File: src/rtl/matmul_pkg.sv
// Shared state type and arithmetic helpers for matmul_stream.
// The rounding helper works on a 64-bit signed value so one function serves every ACCW.
package matmul_pkg;

    typedef enum logic [1:0] {
        ST_LOAD,
        ST_COMPUTE,
        ST_OUTPUT
    } state_t;

    function automatic int acc_width(input int dw, input int n);
        return 2 * dw + $clog2(n);
    endfunction

    // Round half up, then arithmetic shift; optionally clamp to a signed dw-bit range.
    function automatic logic signed [63:0] scale_round(input logic signed [63:0] acc,
                                                       input int frac,
                                                       input int dw,
                                                       input bit sat);
        logic signed [63:0] r;
        logic signed [63:0] hi;
        logic signed [63:0] lo;
        r = acc;
        if (frac > 0) begin
            r = r + (64'sd1 <<< (frac - 1));
        end
        r  = r >>> frac;
        hi = (64'sd1 <<< (dw - 1)) - 64'sd1;
        lo = -(64'sd1 <<< (dw - 1));
        if (sat) begin
            if (r > hi) begin
                r = hi;
            end else if (r < lo) begin
                r = lo;
            end
        end
        return r;
    endfunction

endpackage

File: src/rtl/matmul_mac.sv
// Signed DW x DW multiply feeding an ACCW-bit accumulator; clear has priority over enable.
// sum exposes acc + a*b so the caller can capture the final term without an extra cycle.
module matmul_mac #(
    parameter int DW   = 16,
    parameter int ACCW = 35
) (
    input  logic                   aclk,
    input  logic                   aresetn,
    input  logic                   clr,
    input  logic                   en,
    input  logic signed [DW-1:0]   a,
    input  logic signed [DW-1:0]   b,
    output logic signed [ACCW-1:0] sum
);

    logic signed [2*DW-1:0] prod;
    logic signed [ACCW-1:0] acc;

    assign prod = (2*DW)'(a) * (2*DW)'(b);
    assign sum  = acc + ACCW'(prod);

    always_ff @(posedge aclk or negedge aresetn) begin
        if (!aresetn) begin
            acc <= '0;
        end else if (clr) begin
            acc <= '0;
        end else if (en) begin
            acc <= sum;
        end
    end

endmodule

File: src/rtl/matmul_stream.sv
// Streaming N x N signed fixed-point matrix multiplier: buffers A and B frames, emits C row-major.
// Define MATMUL_SAT_EN to clamp results to DW bits; otherwise results wrap.
module matmul_stream
    import matmul_pkg::*;
#(
    parameter int N    = 8,
    parameter int DW   = 16,
    parameter int FRAC = 8
) (
    input  logic          aclk,
    input  logic          aresetn,
    input  logic          s_axis_a_tvalid,
    output logic          s_axis_a_tready,
    input  logic [DW-1:0] s_axis_a_tdata,
    input  logic          s_axis_a_tlast,
    input  logic          s_axis_b_tvalid,
    output logic          s_axis_b_tready,
    input  logic [DW-1:0] s_axis_b_tdata,
    input  logic          s_axis_b_tlast,
    output logic          m_axis_c_tvalid,
    input  logic          m_axis_c_tready,
    output logic [DW-1:0] m_axis_c_tdata,
    output logic          m_axis_c_tlast,
    output logic          err_tlast,
    output logic          busy
);

    localparam int NN   = N * N;
    localparam int ACCW = acc_width(DW, N);
    localparam int CW   = $clog2(NN + 1);
    localparam int AW   = $clog2(NN);
    localparam int IW   = $clog2(N);
    localparam logic [CW-1:0] CNT_FULL = CW'(NN);
    localparam logic [CW-1:0] CNT_LAST = CW'(NN - 1);
    localparam logic [IW-1:0] IDX_LAST = IW'(N - 1);

    state_t              state;
    logic [CW-1:0]       a_cnt;
    logic [CW-1:0]       b_cnt;
    logic [IW-1:0]       i;
    logic [IW-1:0]       j;
    logic [IW-1:0]       k;
    logic [DW-1:0]       abuf [NN];
    logic [DW-1:0]       bbuf [NN];
    logic [AW-1:0]       a_addr;
    logic [AW-1:0]       b_addr;
    logic                a_fire;
    logic                b_fire;
    logic                mac_clr;
    logic                mac_en;
    logic signed [ACCW-1:0] mac_sum;
    logic [DW-1:0]       c_data;

    assign s_axis_a_tready = (state == ST_LOAD) && (a_cnt < CNT_FULL);
    assign s_axis_b_tready = (state == ST_LOAD) && (b_cnt < CNT_FULL);
    assign a_fire          = s_axis_a_tvalid && s_axis_a_tready;
    assign b_fire          = s_axis_b_tvalid && s_axis_b_tready;
    assign busy            = (state != ST_LOAD);

    always_ff @(posedge aclk) begin
        if (a_fire) begin
            abuf[a_cnt[AW-1:0]] <= s_axis_a_tdata;
        end
        if (b_fire) begin
            bbuf[b_cnt[AW-1:0]] <= s_axis_b_tdata;
        end
    end

    assign a_addr = AW'(i) * AW'(N) + AW'(k);
    assign b_addr = AW'(k) * AW'(N) + AW'(j);

    // The accumulator is cleared on the last MAC because its result is captured into tdata that cycle.
    assign mac_en  = (state == ST_COMPUTE);
    assign mac_clr = (state != ST_COMPUTE) || (k == IDX_LAST);

    matmul_mac #(
        .DW   (DW),
        .ACCW (ACCW)
    ) u_mac (
        .aclk    (aclk),
        .aresetn (aresetn),
        .clr     (mac_clr),
        .en      (mac_en),
        .a       ($signed(abuf[a_addr])),
        .b       ($signed(bbuf[b_addr])),
        .sum     (mac_sum)
    );

`ifdef MATMUL_SAT_EN
    assign c_data = DW'(scale_round(64'(mac_sum), FRAC, DW, 1'b1));
`else
    assign c_data = DW'(scale_round(64'(mac_sum), FRAC, DW, 1'b0));
`endif

    always_ff @(posedge aclk or negedge aresetn) begin
        if (!aresetn) begin
            state           <= ST_LOAD;
            a_cnt           <= '0;
            b_cnt           <= '0;
            i               <= '0;
            j               <= '0;
            k               <= '0;
            m_axis_c_tvalid <= 1'b0;
            m_axis_c_tdata  <= '0;
            m_axis_c_tlast  <= 1'b0;
            err_tlast       <= 1'b0;
        end else begin
            case (state)
                ST_LOAD: begin
                    if (a_fire) begin
                        a_cnt <= a_cnt + CW'(1);
                        if (s_axis_a_tlast != (a_cnt == CNT_LAST)) begin
                            err_tlast <= 1'b1;
                        end
                    end
                    if (b_fire) begin
                        b_cnt <= b_cnt + CW'(1);
                        if (s_axis_b_tlast != (b_cnt == CNT_LAST)) begin
                            err_tlast <= 1'b1;
                        end
                    end
                    if ((a_cnt == CNT_FULL) && (b_cnt == CNT_FULL)) begin
                        i     <= '0;
                        j     <= '0;
                        k     <= '0;
                        state <= ST_COMPUTE;
                    end
                end
                ST_COMPUTE: begin
                    if (k == IDX_LAST) begin
                        k               <= '0;
                        m_axis_c_tdata  <= c_data;
                        m_axis_c_tvalid <= 1'b1;
                        m_axis_c_tlast  <= (i == IDX_LAST) && (j == IDX_LAST);
                        state           <= ST_OUTPUT;
                    end else begin
                        k <= k + IW'(1);
                    end
                end
                ST_OUTPUT: begin
                    if (m_axis_c_tready) begin
                        m_axis_c_tvalid <= 1'b0;
                        m_axis_c_tlast  <= 1'b0;
                        if (j == IDX_LAST) begin
                            j <= '0;
                            if (i == IDX_LAST) begin
                                i     <= '0;
                                a_cnt <= '0;
                                b_cnt <= '0;
                                state <= ST_LOAD;
                            end else begin
                                i     <= i + IW'(1);
                                state <= ST_COMPUTE;
                            end
                        end else begin
                            j     <= j + IW'(1);
                            state <= ST_COMPUTE;
                        end
                    end
                end
                default: state <= ST_LOAD;
            endcase
        end
    end

endmodule
File: config.mk
export PLATFORM = sky130hd
export DESIGN_NAME = matmul_stream
export DESIGN_NICKNAME = d
export VERILOG_FILES = /design/src/rtl/matmul_pkg.sv /design/src/rtl/matmul_mac.sv /design/src/rtl/matmul_stream.sv
export SDC_FILE = /design/constraint.sdc
export NUM_CORES = 2
export LEC_CHECK = 0
export BUFFER_PORTS_ARGS = -buffer_cell sky130_fd_sc_hd__buf_2
export CAP_MARGIN = 40
export CORE_ASPECT_RATIO = 0.6
export CORE_MARGIN = 10
export CORE_UTILIZATION = 50
export DETAILED_ROUTE_END_ITERATION = 7
export GPL_ROUTABILITY_DRIVEN = 1
export PLACE_DENSITY = 0.69
export SLEW_MARGIN = 20
export SYNTH_ARGS = -nofsm -noshare
export SYNTH_HDL_FRONTEND = slang
export SYNTH_HIERARCHICAL = 1
export SYNTH_SLANG_ARGS = --single-unit
export TNS_END_PERCENT = 20
File: constraint.sdc
create_clock -name aclk -period 11.75 [get_ports aclk]
set_input_delay 0.5875 -clock aclk [delete_from_list [all_inputs] [get_ports aclk]]
set_output_delay 0.5875 -clock aclk [all_outputs]
set_load 0.05 [all_outputs]
==> run summary <==
Filler Cells Inserted = 13270
Core Util, Final = 56.35%
First-pass GRT wire length = 339700 um
Chip width = 569.0 um
Max Clock Skew = 0.08851 ns
CP Data Arrival Time = 10.74 ns
Post-detail-place hpwl = 153200 um
Share of cells above drive strength 1 = 21.61%
Worst-path clk slew = 0.06 ns
Setup TNS Final = 0 ns
VDD IR max = 258.7 uV
Max Clock Freq = 99.51 MHz
Clk buf depth = 4
Commonest non-fill, non-tap cell in the layout = edfxtp_1
Syn nets = 5195
CTS H-tree lvls = 4
Nets = 5470
Starting density of the core = 50.47%
Pre-CTS setup slack = 1.965 ns
Final Hold Vio Count = 0
Unrepaired setup endpoints after global routing = no
Total CTS buffers = 195
Commonest cells after routing, fill and taps aside = 2048 x edfxtp_1, 449 x mux4_2, 281 x inv_1
Final ANT Viol Nets = 0
Crit end category = register
Total power per unit cell area = 178.1 mW/mm^2
Max stage delay cell, worst path = dfrtp_4
Vias in the first global route = 46670
Drt initial violations = 7488
Crit path time final = 10.05 ns
LEAKAGE = 33.06 nW
Crit path kind = register to register
Startpoint type of the worst setup path = register
Synthesized instance count = 4841
Initial antenna violation count = 13
Residual DRC = 0
Routed WL = 233500 um
Pin count of the biggest net entering global routing = 106
Max cap viols = 0
Final setup vio count = 0
Slew Limit Fails = 0
Synth Cell Area = 0.09041 mm^2
CTS tree = done
Num Clock Sinks = 2116
Die area = 0.1988 mm^2
Row count = 120
Die Height = 349.4 um
Crit Path Max Fanout = 105
Required time of the critical path = 12.44 ns
GP Congestion = 0.9297
Gr usage total = 23.25%
Final WS setup = 1.700 ns
CORE AREA = 0.1791 mm^2
DR vias/cell = 6.243
Status = finished, final reports clean
Worst hold path class = input pin to register
Max-slew headroom = 26.86%
Post-Syn Area per Cell = 18.68 um^2
Aggregate global routing overflow = 0
P&R area growth vs syn = 11.64%
Clock Latency Late Sink = 0.86 ns
Top cell by count, worst path = fa_1
Root Buffer = clkbuf_16
Vias after detailed routing = 47750
First drt pass iteration count = 5
Synth Warn # = 6
Period utilization = 85.53%
Worst-Margin Slew = 1.097 ns
Port Buffer Count = 60
WL/cell = 30.53 um
Num ports = 61
Largest stage delay on the critical path = 0.92 ns
==> worst max-delay path: cells and delay by family, from the launching register on <==
family	cells	cell delay [ns]
adders and majority gates	7	3.31
AOI/OAI and AO/OA	9	2.41
buffers and inverters	6	1.12
and+or+nand+nor	5	0.97
DFF	1	0.92
xor gates and xnor gates	2	0.49
muxes	2	0.47
==> per-stage QoR <==
step	hold slack, ns	instance area, um^2	power, mW	std cells
2_1_floorplan	0.2919	90410	10.84	4841
3_3_place_gp	0.4682	94120	11.77	7249
3_5_place_dp	0.4682	94410	11.82	7273
4_1_cts	0.01566	100600	17.99	7621
5_1_grt	0.04428	100900	18.72	7646
6_report	0.06124	100900	17.97	7648
==> worst paths after layout <==
| path | from | end | slack (ns) | cells after the start |
|---|---|---|---|---|
| worst min-delay path | m_axis_c_tready | state[1]$_DFFE_PN0P_ | 0.06 | 2 |
| min in group asynchronous | aresetn | u_mac/acc[13]$_DFFE_PN0P_ | 0.33 | 2 |
| worst max register to register | k[1]$_DFFE_PN0P_ | m_axis_c_tdata[13]$_DFFE_PN0P_ | 1.70 | 31 |
| max in group asynchronous | aresetn | j[0]$_DFFE_PN0P_ | 10.79 | 3 |
| worst min register to register | m_axis_c_tdata[4]$_DFFE_PN0P_ | m_axis_c_tdata[4]$_DFFE_PN0P_ | 0.48 | 2 |
| worst max-delay path | k[1]$_DFFE_PN0P_ | m_axis_c_tdata[13]$_DFFE_PN0P_ | 1.70 | 31 |
==> registers in the layout, indices dropped and copies added, names as in the netlist, 2 cells and up <==
signal	flops
u_mac/acc	24
i	3
j	3
m_axis_c_tdata	16
k	3
state	2
bbuf	1024
a_cnt	7
abuf	1024
b_cnt	7
==> metal layers <==
layer | global-route usage (%) | routed length (um)
met3 | 9.491 | 36870
met1 | 37.86 | 102000
met5 | 0 | 37
met4 | 3.800 | 3766
met2 | 29.22 | 90840
==> area by class of cell <==
type                    instances  area (um^2)  area share [%]
diodes                          3        7.507        0.007438
multi-input cells            2191        24830           24.60
clock inverters               105        985.9          0.9769
well taps                    2379         2977           2.949
clock buffers                 242         5180           5.132
flip-flops and latches       2116        63220           62.64
inverters                     284         1066           1.056
repair buffers                328         2664           2.639
==> where the power goes <==
group / switching, mW / internal [mW] / total (mW)
Clock: 2.74 / 3.52 / 6.25
Combinational: 2.02 / 1.15 / 3.17
Sequential: 0.0726 / 8.47 / 8.54
Total: 4.84 / 13.1 / 18.0
==> repair_timing <==
action / 4_1_cts / 5_1_grt
gates resized for setup: 0 / 0
setup buffers: 0 / 0
hold buffers: 1 / 0
endpoints found under the hold margin: 33 / 0
Note: power is estimated with default switching activity, not from simulation.
